`config.mk`:
```
export PLATFORM = sky130hd
export DESIGN_NAME = cntr_share_arb_flat
export DESIGN_NICKNAME = d
export VERILOG_FILES = /design/src/rtl/cntr_share_arb_if.sv /design/src/rtl/cntr_share_arb.sv /design/src/flat_wrapper.sv
export SDC_FILE = /design/constraint.sdc
export NUM_CORES = 1
export LEC_CHECK = 0
export BUFFER_PORTS_ARGS = -buffer_cell sky130_fd_sc_hd__clkbuf_2
export CAP_MARGIN = 20
export CORE_UTILIZATION = 58
export CTS_BUF_LIST = sky130_fd_sc_hd__clkbuf_4 sky130_fd_sc_hd__clkbuf_8
export DETAILED_ROUTE_END_ITERATION = 10
export PLACE_DENSITY = 0.84
export RECOVER_POWER = 50
export SYNTH_ARGS = -nofsm -noshare
export SYNTH_HDL_FRONTEND = slang
export SYNTH_SLANG_ARGS = --single-unit
```
`constraint.sdc`:
```
create_clock -name clk -period 2.85 [get_ports clk]
set_input_delay 0.1425 -clock clk [delete_from_list [all_inputs] [get_ports clk]]
set_output_delay 0.1425 -clock clk [all_outputs]
set_load 0.02 [all_outputs]
```
`src/rtl/cntr_share_arb_if.sv`:
```
// Handshake bundle between the control FSMs (master) and the shared interval counter arbiter (slave).
interface cntr_share_arb_if #(parameter int WIDTH = 8);
  logic [1:0]       req;
  logic [WIDTH-1:0] dur0;
  logic [WIDTH-1:0] dur1;
  logic             hold;
  logic [1:0]       gnt;
  logic [WIDTH-1:0] count;
  logic [1:0]       done;
  logic             busy;

  modport master (output req, dur0, dur1, hold, input gnt, count, done, busy);
  modport slave  (input req, dur0, dur1, hold, output gnt, count, done, busy);
endinterface

```
`src/rtl/cntr_share_arb.sv`:
```
// Round-robin owner of a single interval counter shared by two requesters.
// Every output is a register or decoded from the registered state.
module cntr_share_arb #(
  parameter int WIDTH = 8
) (
  input  logic             clk,
  input  logic             rstb,
  cntr_share_arb_if.slave  bus
);

  typedef enum logic [1:0] {IDLE, RUN, REL} state_t;

  state_t           state, state_n;
  logic [1:0]       gnt, gnt_n;
  logic [1:0]       done, done_n;
  logic [WIDTH-1:0] count, count_n;
  logic [WIDTH-1:0] dur_q, dur_n;
  logic             last, last_n;
  logic             winner;
  logic             owner;

  // State register; last-served starts at 1 so requester 0 takes the first tie.
  always_ff @(posedge clk) begin
    if (!rstb) begin
      state <= IDLE;
      gnt   <= 2'b00;
      done  <= 2'b00;
      count <= '0;
      dur_q <= '0;
      last  <= 1'b1;
    end else begin
      state <= state_n;
      gnt   <= gnt_n;
      done  <= done_n;
      count <= count_n;
      dur_q <= dur_n;
      last  <= last_n;
    end
  end

  always_comb begin
    state_n = state;
    gnt_n   = gnt;
    done_n  = 2'b00;
    count_n = count;
    dur_n   = dur_q;
    last_n  = last;
    winner  = 1'b0;
    owner   = gnt[1];

    case (state)
      IDLE: begin
        if (bus.req != 2'b00) begin
          winner  = (bus.req == 2'b11) ? ~last : bus.req[1];
          state_n = RUN;
          gnt_n   = winner ? 2'b10 : 2'b01;
          count_n = '0;
          dur_n   = winner ? bus.dur1 : bus.dur0;
          last_n  = winner;
        end
      end
      // Abort beats hold, hold beats completion.
      RUN: begin
        if (!bus.req[owner]) begin
          state_n = IDLE;
          gnt_n   = 2'b00;
          count_n = '0;
        end else if (bus.hold) begin
          state_n = RUN;
        end else if (count == dur_q) begin
          state_n = REL;
          gnt_n   = 2'b00;
          done_n  = gnt;
        end else begin
          count_n = count + WIDTH'(1);
        end
      end
      REL: begin
        state_n = IDLE;
        count_n = '0;
      end
      default: begin
        state_n = IDLE;
        gnt_n   = 2'b00;
        count_n = '0;
      end
    endcase
  end

  assign bus.gnt   = gnt;
  assign bus.done  = done;
  assign bus.count = count;
  assign bus.busy  = (state != IDLE);

endmodule

```
`src/flat_wrapper.sv`:
```
// flat-port wrapper written by rule: the top's interface ports become plain ports
module cntr_share_arb_flat 
#(
  parameter int WIDTH = 8
)
  (clk, rstb, bus_req, bus_dur0, bus_dur1, bus_hold, bus_gnt, bus_count, bus_done, bus_busy);
  cntr_share_arb_if #(.WIDTH(WIDTH)) bus_i ();
  input  logic clk;
  input  logic rstb;
  input wire logic [$bits(bus_i.req)-1:0] bus_req;
  input wire logic [$bits(bus_i.dur0)-1:0] bus_dur0;
  input wire logic [$bits(bus_i.dur1)-1:0] bus_dur1;
  input wire logic [$bits(bus_i.hold)-1:0] bus_hold;
  output wire logic [$bits(bus_i.gnt)-1:0] bus_gnt;
  output wire logic [$bits(bus_i.count)-1:0] bus_count;
  output wire logic [$bits(bus_i.done)-1:0] bus_done;
  output wire logic [$bits(bus_i.busy)-1:0] bus_busy;
  assign bus_i.req = bus_req;
  assign bus_i.dur0 = bus_dur0;
  assign bus_i.dur1 = bus_dur1;
  assign bus_i.hold = bus_hold;
  assign bus_gnt = bus_i.gnt;
  assign bus_count = bus_i.count;
  assign bus_done = bus_i.done;
  assign bus_busy = bus_i.busy;
  cntr_share_arb #(.WIDTH(WIDTH)) u_core (.clk(clk), .rstb(rstb), .bus(bus_i));
endmodule
```
==> key figures, run 1 <==
Status
  – Outcome: finished clean

Timing
  – Max frequency: 501 MHz
  – Min Clock Period, post-route: 2.00 ns
  – Final hold vios: 0
  – Setup TNS: 0 ns
  – Slew Viols, Final: 0
  – RSZ-0062 raised after global routing: false
  – Worst slew pin tran: 0.970 ns
  – Final setup fails: 0
  – Worst Setup Slack, final: 0.854 ns
  – Slew HR: 35.1%
  – Worst Skew: 0.00653 ns
  – Post-route clock period utilization: 70.0%
  – Final hold slack: 0.166 ns

Floorplan
  – I/O pins: 34
  – Total core area: 2000 um2
  – Starting density of the core: 62.9%
  – Chip width: 48.6 um
  – Num rows: 16
  – Die height: 48.6 um
  – Die area: 2360 um2

Worst setup path
  – Most used cell, CP: nor2_1
  – Reg2reg start: u_core.state[0]$_SDFFE_PN0P_
  – Slowest Stage Delay on Critical Path: 0.76 ns
  – Crit end category: flop
  – Type of origin of the critical path: flop
  – Crit path cell chain: nor2_1 > inv_1 > nor2_1 > a221oi_2 > a31o_1
  – CP max FO: 17
  – CP arrival: 2.22 ns
  – WP data required: 3.08 ns
  – Slowest cell on the critical path: nor2_1
  – FF-to-FF End: u_core.bus.gnt[1]$_SDFFE_PN0P_
  – Crit path kind: flop to flop
  – R2R depth: 5
  – Flop2flop setup slack: 0.85 ns

Synth
  – Mapped Cells: 140
  – EDFF count, synth: 0
  – Synth unique cells: 37
  – Avg Cell Area, Syn: 9.00 um2
  – Post-Syn Nets: 162
  – Post-Syn Area: 1260 um2
  – Post-synth top flop: dfxtp_1
  – Seq cells post-synth: 23
  – Seq/Total Area, Yosys: 36.5%
  – Async SR Flop Fraction: 0%
  – Synth warn: 0

Power
  – Overall power: 0.659 mW
  – Worst vdd ir: 0.325 mV
  – PD cells: 457 nW/um2
  – Lkg Pwr: 0.724 nW

CTS
  – Clock Path Buffers: 2
  – Clock Pin Slew Worst Setup and Hold Paths: 0.13 ns
  – Sinks on Clock Net: 23
  – Postcts setup bufs: 0
  – Clock tree from TritonCTS: done
  – Root buf cell: clkbuf_4
  – Total CTS buffers: 3
  – Post_cts resized: 0
  – Hold_buf cts: 0
  – H-tree Lvls: 1
  – Skew-Pair Late Insertion Delay: 0.31 ns

Global route
  – Global-route usage over all layers: 26.4%
  – Vias in the first global route: 1,105
  – Pin count of the biggest net entering global routing: 28
  – First-pass GRT wire length: 4860 um
  – Total congestion overflow: 0
  – Initial antenna violation count: 0

Placement
  – DP Worst Slack: 1.00 ns
  – Final RePlAce weighted congestion: 0.877
  – HPWL after DPL: 2080 um
  – Number of port buffers: 33

Route
  – Via count: 1,146
  – Routed len/inst: 14.4 um
  – Via-to-Cell Ratio: 5.79
  – Residual DRC: 0
  – 1st-iter DRT viols: 23
  – DRT Pass-1 Iters: 4
  – Routed Wire Length: 2860 um
  – Routed Antenna Nets: 0

Cells and area
  – Final Util: 72.0%
  – Layout cells sized above 1: 17.5%
  – # nets final: 194
  – Commonest non-fill, non-tap cell in the layout: dfxtp_1
  – Layout overhead on the synthesized area: 14.4%
  – N_diodes: 0
  – Fillcell total: 182
  – Most frequent cells in the layout: dfxtp_1 (23), clkbuf_2 (20), nand2_1 (17), clkbuf_1 (13)

Run
  – Number of max-cap violations: 0

Worst hold path
  – Worst hold path startpoint: bus_hold
  – Hold Path End: u_core.state[1]$_SDFFE_PN0P_
  – WHS Path Cells: 2
  – Worst Hold Class: input port to flop
==> layer usage <==
layer	global-route usage (%)	vias to the layer above	wire length (um)
met5	0	-	0
met4	12.3	0	42
met3	4.09	4	151
met2	47.0	41	1420
met1	30.8	528	1250
li1	-	573	-
==> cells in the mapped netlist, types with 2 or more instances <==
master,count,area [um2]
nand3_1,5,25.0
dfxtp_1,23,460
o211a_1,9,90.1
a21oi_1,8,40.0
nand2_1,17,63.8
o22ai_1,3,18.8
clkbuf_1,4,15.0
xor2_1,8,70.1
nor2_1,6,22.5
and4b_1,2,20.0
and3_2,2,15.0
nor4_1,4,25.0
mux2i_1,9,90.1
and3_1,4,25.0
nor4b_1,3,26.3
inv_1,3,11.3
buf_2,2,10.0
and2_1,6,37.5
o31a_1,4,35.0
==> how the worst max path moves through the flow <==
stage / startpoint / end / slack, ns / cells past startpoint
6_report: u_core.state[0]$_SDFFE_PN0P_ / u_core.bus.gnt[1]$_SDFFE_PN0P_ / 0.85 / 5
5_1_grt: u_core.state[0]$_SDFFE_PN0P_ / u_core.bus.gnt[1]$_SDFFE_PN0P_ / 0.62 / 5
2_1_floorplan: u_core.bus.gnt[1]$_SDFFE_PN0P_ / u_core.bus.count[3]$_SDFFE_PN0P_ / 1.16 / 4
3_3_place_gp: u_core.bus.count[3]$_SDFFE_PN0P_ / u_core.bus.gnt[1]$_SDFFE_PN0P_ / 1.04 / 5
3_5_place_dp: u_core.bus.count[3]$_SDFFE_PN0P_ / u_core.bus.count[5]$_SDFFE_PN0P_ / 1.0 / 5
4_1_cts: u_core.bus.count[3]$_SDFFE_PN0P_ / u_core.bus.count[5]$_SDFFE_PN0P_ / 0.98 / 5
==> layout make-up <==
class / instances / area (um2) / area share, %
Multi-Input combinational cell: 107 / 749 / 52.0
Sequential cell: 23 / 460 / 31.9
Timing Repair Buffer: 34 / 156 / 10.9
Tap cell: 27 / 33.8 / 2.34
Clock buffer: 4 / 30.0 / 2.08
Inverter: 3 / 11.3 / 0.781
==> state kept, by name, summed over array words and instances, names as in the netlist <==
name,count
u_core.bus.gnt,2
u_core.state,2
u_core.bus.done,2
u_core.dur_q,8
u_core.bus.count,8
u_core.last,1
==> stage by stage <==
stage	instance area (um2)	cells
3_5_place_dp	1430	194
6_report	1440	198
4_1_cts	1460	198
5_1_grt	1440	198
2_1_floorplan	1260	140
3_3_place_gp	1430	194
==> cells by family (layout without fill, tap and decap cells) <==
| group | count (synthesis) | after routing | share of synthesized area (%) |
|---|---|---|---|
| AO/OA/AOI/OAI | 32 | 32 | 20.3 |
| XOR/XNOR | 8 | 8 | 5.56 |
| adder cells (fa/ha/maj) | 1 | 1 | 0.993 |
| buffers and inverters | 10 | 41 | 3.77 |
| flip-flops | 23 | 23 | 36.5 |
| multiplexers | 10 | 10 | 8.34 |
| AND/OR/NAND/NOR | 56 | 56 | 24.5 |
==> critical path, delay by kind of cell, from the launching register on <==
family | cells | cell delay, ns
AO/OA/AOI/OAI | 2 | 0.35
buffers and inverters | 1 | 0.11
flip-flops | 1 | 0.41
AND/OR/NAND/NOR | 2 | 1.04
==> power breakdown <==
part           total, mW  switching (mW)  internal (mW)
Clock              0.162          0.0981         0.0642
Combinational      0.136          0.0783         0.0581
Sequential         0.360          0.0190          0.341
Total              0.659           0.195          0.463
(Power assumes the default switching activity.)
==> inputs of run 2 (changes only) <==
CORE_UTILIZATION = 48   (was 58)
PLACE_DENSITY = 0.74   (was 0.84)
clock period = 1.75 ns   (was 2.85 ns; I/O delays follow)
==> run 2 against run 1 <==
Compared with the run above:
- via count grew 3.2%
- worst setup slack lost 0.74 ns
- combinational power grew 76%
- highest routed layer unchanged
- register-to-register slack lost 0.74 ns
- hold slack lost 0.054 ns
- clock power grew 65%
==> key figures, run 2 (synthesized netlist as in run 1, its figures left out) <==
Worst setup path
  – Type of origin of the critical path: flop
  – Crit path kind: flop to flop
  – Reg2reg start: u_core.bus.gnt[1]$_SDFFE_PN0P_
  – WP data required: 1.97 ns (-1.11 ns)
  – R2R depth: 4 (-1)
  – FF-to-FF End: u_core.bus.count[3]$_SDFFE_PN0P_
  – CP max FO: 8 (-9)
  – CP arrival: 1.86 ns (-0.36 ns)
  – Crit end category: flop
  – Flop2flop setup slack: 0.11 ns (-0.74 ns)

Timing
  – RSZ-0062 raised after global routing: false
  – Slew HR: 67.0% (+32 points)
  – Worst slew pin tran: 0.495 ns (-0.475 ns)
  – Final setup fails: 0 (unchanged)
  – Min Clock Period, post-route: 1.64 ns (-0.356 ns)
  – Slew Viols, Final: 0 (unchanged)
  – Final hold slack: 0.112 ns (-0.0536 ns)
  – Post-route clock period utilization: 93.7% (+24 points)
  – Max frequency: 610 MHz (+22%)
  – Final hold vios: 0 (unchanged)
  – Worst Skew: 0.0109 ns (+0.00436 ns)

Cells and area
  – Largest registers: u_core.bus.count x8, u_core.dur_q x8
  – Commonest non-fill, non-tap cell in the layout: dfxtp_1
  – N_diodes: 0 (unchanged)
  – # nets final: 202 (+4.1%)
  – Layout overhead on the synthesized area: 20.2%
  – Fillcell total: 250 (+37%)
  – Most frequent cells in the layout: dfxtp_1 (23), clkbuf_2 (20), nand2_1 (17), clkbuf_1 (13)
  – Layout cells sized above 1: 22.3% (+4.8 points)
  – Multi-input gate area: 758 um2 (+1.2%)
  – Register area: 460 um2 (unchanged)

Placement
  – Number of port buffers: 33 (unchanged)
  – HPWL after DPL: 2150 um (+3.5%)
  – Final RePlAce weighted congestion: 0.784 (-11%)

CTS
  – Total CTS buffers: 3 (unchanged)
  – Skew-Pair Late Insertion Delay: 0.32 ns (about the same)
  – H-tree Lvls: 1 (unchanged)
  – Root buf cell: clkbuf_4
  – Hold_buf cts: 0 (unchanged)
  – Sinks on Clock Net: 23 (unchanged)
  – Clock tree from TritonCTS: done
  – Postcts setup bufs: 0 (unchanged)
  – Clock Pin Slew Worst Setup and Hold Paths: 0.13 ns (about the same)
  – Clock Path Buffers: 2 (unchanged)

Global route
  – Pin count of the biggest net entering global routing: 28 (unchanged)
  – First-pass GRT wire length: 4710 um (-3.0%)
  – Global-route usage over all layers: 23.1% (-3.4 points)
  – Vias in the first global route: 1,090 (-1.4%)
  – Initial antenna violation count: 0 (unchanged)
  – Total congestion overflow: 0 (unchanged)

Floorplan
  – Total core area: 2480 um2 (+24%)
  – Num rows: 18 (+2)
  – Die height: 53.2 um (+9.5%)
  – Chip width: 53.2 um (+9.5%)
  – Starting density of the core: 50.9% (-12 points)
  – I/O pins: 34 (unchanged)
  – Die area: 2830 um2 (+20%)

Route
  – Routed Antenna Nets: 0 (unchanged)
  – Via-to-Cell Ratio: 5.66 (-2.2%)
  – 1st-iter DRT viols: 36 (+57%)
  – DRT Pass-1 Iters: 5 (+1)
  – Via count: 1,183 (+3.2%)
  – Routed len/inst: 13.7 um (-5.3%)
  – Residual DRC: 0 (unchanged)
  – Routed Wire Length: 2860 um (unchanged)

Worst hold path
  – Worst Hold Class: input port to flop
  – Worst hold path startpoint: bus_hold
  – WHS Path Cells: 2 (unchanged)
  – Hold Path End: u_core.state[1]$_SDFFE_PN0P_

Run
  – Number of max-cap violations: 0 (unchanged)

Power
  – Worst vdd ir: 0.554 mV (+71%)
  – Lkg Pwr: 0.769 nW (+6.1%)
  – PD cells: 719 nW/um2 (+57%)
  – Overall power: 1.09 mW (+65%)

Status
  – Outcome: finished clean
-- run 2: changes by cell type in the layout (fill, tap and decap cells not counted), sizes merged --
cell / previous run / this run
buf: 1 / 9
-- run 2: final cells by class --
class | count | area share [%]
Tap cell | 30 | 2.48
Multi-Input combinational cell | 107 | 50.1
Inverter | 3 | 0.744
Sequential cell | 23 | 30.4
Clock buffer | 4 | 1.98
Timing Repair Buffer | 42 | 14.3
-- run 2: worst max-delay path by stage --
stage	start	to
finish	u_core.bus.gnt[1]$_SDFFE_PN0P_	u_core.bus.count[3]$_SDFFE_PN0P_
global route	u_core.bus.count[2]$_SDFFE_PN0P_	u_core.bus.count[7]$_SDFFE_PN0P_
floorplan	u_core.bus.gnt[1]$_SDFFE_PN0P_	u_core.bus.count[3]$_SDFFE_PN0P_
CTS	u_core.bus.count[2]$_SDFFE_PN0P_	u_core.bus.count[5]$_SDFFE_PN0P_
detailed placement	u_core.bus.count[2]$_SDFFE_PN0P_	u_core.bus.count[5]$_SDFFE_PN0P_
global placement	u_core.bus.count[2]$_SDFFE_PN0P_	u_core.bus.count[5]$_SDFFE_PN0P_
-- run 2: per-stage QoR --
stage	cell area, um2	setup slack [ns]	std cells	utilization [%]	setup TNS [ns]
after floorplan	1260	0.0605	140	-	0
after global routing	1510	0.0307	209	61.1	0
after detailed placement	1490	-0.0628	205	60.3	-0.330
after global placement	1490	0.00265	205	60.3	0
after CTS	1530	0.0217	209	61.6	0
final	1510	0.110	209	61.1	0
-- run 2: repair_timing --
item / 4_1_cts / 5_1_grt
gates cloned: 0 / 0
gates resized for setup: 1 / 2
endpoints found under the setup margin: 10 / 13
-- run 2: critical path, cell delays in order (launching register included) --
cell and delay, ns:
dfxtp_1 0.38, mux2_4 0.34, a41o_1 0.33, and2_2 0.22, o31a_1 0.28
-- run 2: where the power goes --
part	internal [mW]	total, mW	switching [mW]	leakage (nW)
combinational	0.108	0.239	0.132	0.562
sequential	0.555	0.581	0.0258	0.188
clock	0.105	0.268	0.164	0.0184
-- run 2: metal layers --
metal | up-vias | GRT usage (%) | share of wire [%]
met2 | 33 | 41.3 | 49
met4 | 0 | 6.58 | 1.4
met1 | 553 | 28.5 | 45
met5 | - | 0 | 0
met3 | 5 | 2.59 | 4.2
li1 | 592 | - | -
==> inputs of run 3 (changes only) <==
CAP_MARGIN = default   (was 20)
CELL_PAD_IN_SITES_DETAIL_PLACEMENT = 0   (was default)
CELL_PAD_IN_SITES_GLOBAL_PLACEMENT = 1   (was default)
CORE_UTILIZATION = 36   (was 48)
PLACE_DENSITY = default   (was 0.74)
PLACE_DENSITY_LB_ADDON = 0.1   (was default)
==> run 3 against run 2 <==
Compared with the run above:
- non-clock buffer count increased by 1
- clock power about the same
- hold slack about the same
- count of clock-buffer cells in the layout unchanged
==> key figures, run 3 (synthesized netlist as in run 1, its figures left out) <==
Timing
  – Worst Skew: 0.00307 ns (-0.00782 ns)
  – RSZ-0062 raised after global routing: false
  – Setup TNS: 0 ns (unchanged)
  – Final setup fails: 0 (unchanged)
  – Worst Setup Slack, final: 0.102 ns (-0.00863 ns)
  – Min Clock Period, post-route: 1.65 ns (+0.00863 ns)
  – Worst slew pin tran: 0.529 ns (+0.0341 ns)
  – Slew Viols, Final: 0 (unchanged)
  – Final hold vios: 0 (unchanged)
  – Post-route clock period utilization: 94.2% (+0.49 points)
  – Max frequency: 607 MHz (-0.52%)
  – Slew HR: 64.7% (-2.3 points)
  – Final hold slack: 0.112 ns (-0.000453 ns)

Worst hold path
  – Worst Hold Class: input port to flop

CTS
  – Root buf cell: clkbuf_4
  – Clock Pin Slew Worst Setup and Hold Paths: 0.13 ns (about the same)
  – Hold_buf cts: 0 (unchanged)
  – Sinks on Clock Net: 23 (unchanged)
  – Clock tree from TritonCTS: done
  – Clock Path Buffers: 2 (unchanged)
  – Postcts setup bufs: 0 (unchanged)
  – Total CTS buffers: 3 (unchanged)
  – H-tree Lvls: 1 (unchanged)
  – Skew-Pair Late Insertion Delay: 0.31 ns (about the same)

Worst setup path
  – Type of origin of the critical path: flop
  – CP arrival: 1.86 ns (about the same)
  – Crit end category: flop
  – Crit path kind: flop to flop
  – WP data required: 1.96 ns (about the same)
  – CP max FO: 8 (unchanged)
  – Flop2flop setup slack: 0.10 ns (about the same)

Floorplan
  – Die height: 61.2 um (+15%)
  – Starting density of the core: 37.8% (-13 points)
  – Die area: 3740 um2 (+32%)
  – Num rows: 21 (+3)
  – Total core area: 3340 um2 (+35%)
  – Chip width: 61.2 um (+15%)
  – I/O pins: 34 (unchanged)

Route
  – 1st-iter DRT viols: 39 (+8.3%)
  – Routed len/inst: 12.5 um (-8.4%)
  – Via-to-Cell Ratio: 5.05 (-11%)
  – DRT Pass-1 Iters: 4 (-1)
  – Via count: 1,141 (-3.6%)
  – Routed Antenna Nets: 0 (unchanged)
  – Residual DRC: 0 (unchanged)
  – Routed Wire Length: 2830 um (-0.94%)

Power
  – Worst vdd ir: 0.256 mV (-54%)
  – Lkg Pwr: 0.775 nW (+0.79%)
  – PD cells: 708 nW/um2 (-1.6%)

Global route
  – Total congestion overflow: 0 (unchanged)
  – Global-route usage over all layers: 17.0% (-6.0 points)
  – First-pass GRT wire length: 4740 um (+0.59%)
  – Vias in the first global route: 1,043 (-4.3%)
  – Initial antenna violation count: 0 (unchanged)
  – Pin count of the biggest net entering global routing: 28 (unchanged)

Status
  – Outcome: finished clean

Cells and area
  – Layout overhead on the synthesized area: 22.0%
  – Fillcell total: 348 (+39%)
  – Largest registers: u_core.bus.count x8, u_core.dur_q x8
  – N_diodes: 0 (unchanged)
  – Layout cells sized above 1: 23.3% (+0.99 points)
  – Non-Filler Instances: 226 (+8.1%)
  – # nets final: 203 (+0.50%)
  – Most frequent cells in the layout: dfxtp_1 (22), clkbuf_2 (21), nand2_1 (17), clkbuf_1 (12), buf_4 (10)
  – Commonest non-fill, non-tap cell in the layout: dfxtp_1

Placement
  – Final RePlAce weighted congestion: 0.782 (-0.23%)
  – HPWL after DPL: 2130 um (-0.81%)
  – Inst Count DP: 222 (+8.3%)
  – Number of port buffers: 33 (unchanged)
  – DP Worst Slack: 0.0909 ns (+0.154 ns)

Run
  – Number of max-cap violations: 0 (unchanged)
run 3: critical path, stage by stage, from the launching register on:
cell and delay [ns]:
dfxtp_2 0.38, mux2_4 0.33, a41o_1 0.34, and2_2 0.22
o31a_1 0.28
run 3: metrics by stage:
step / power [mW] / instance area [um2] / util [%]
floorplan: 0.757 / 1260 / -
global placement: 0.833 / 1520 / 45.6
detailed placement: 0.838 / 1520 / 45.6
CTS: 1.11 / 1550 / 46.5
global route: 1.16 / 1540 / 46.1
finish: 1.09 / 1540 / 46.1
run 3: final timing paths:
check / start / end / cells after the start
max reg2reg: u_core.bus.gnt[1]$_SDFFE_PN0P_ / u_core.bus.count[3]$_SDFFE_PN0P_ / 4
max: u_core.bus.gnt[1]$_SDFFE_PN0P_ / u_core.bus.count[3]$_SDFFE_PN0P_ / 4
min reg2reg: u_core.bus.gnt[0]$_SDFFE_PN0P_ / u_core.bus.gnt[0]$_SDFFE_PN0P_ / 2
min: bus_hold / u_core.state[1]$_SDFFE_PN0P_ / 2
run 3: repair_timing:
item                       in CTS  in global routing
resized for setup               0                  2
setup endpoints to repair       0                  4
hold endpoints to repair        0                  0
run 3: power by group:
part           switching [mW]  internal (mW)
combinational           0.129          0.111
clock                   0.162          0.104
sequential             0.0257          0.556
run 3: final cells by class:
cell class	instances	area, um2	area share (%)
inverter	3	11.3	0.732
timing repair buffer	43	225	14.6
sequential	23	462	30.0
tap	46	57.6	3.74
multi-input combinational	107	752	48.9
clock buffer	4	30.0	1.95
run 3: routing by layer:
metal / track usage [%] / wire (um)
met5: 0 / 0
met4: 6.49 / 22
met3: 3.15 / 110
met2: 25.6 / 1200
met1: 24.2 / 1500
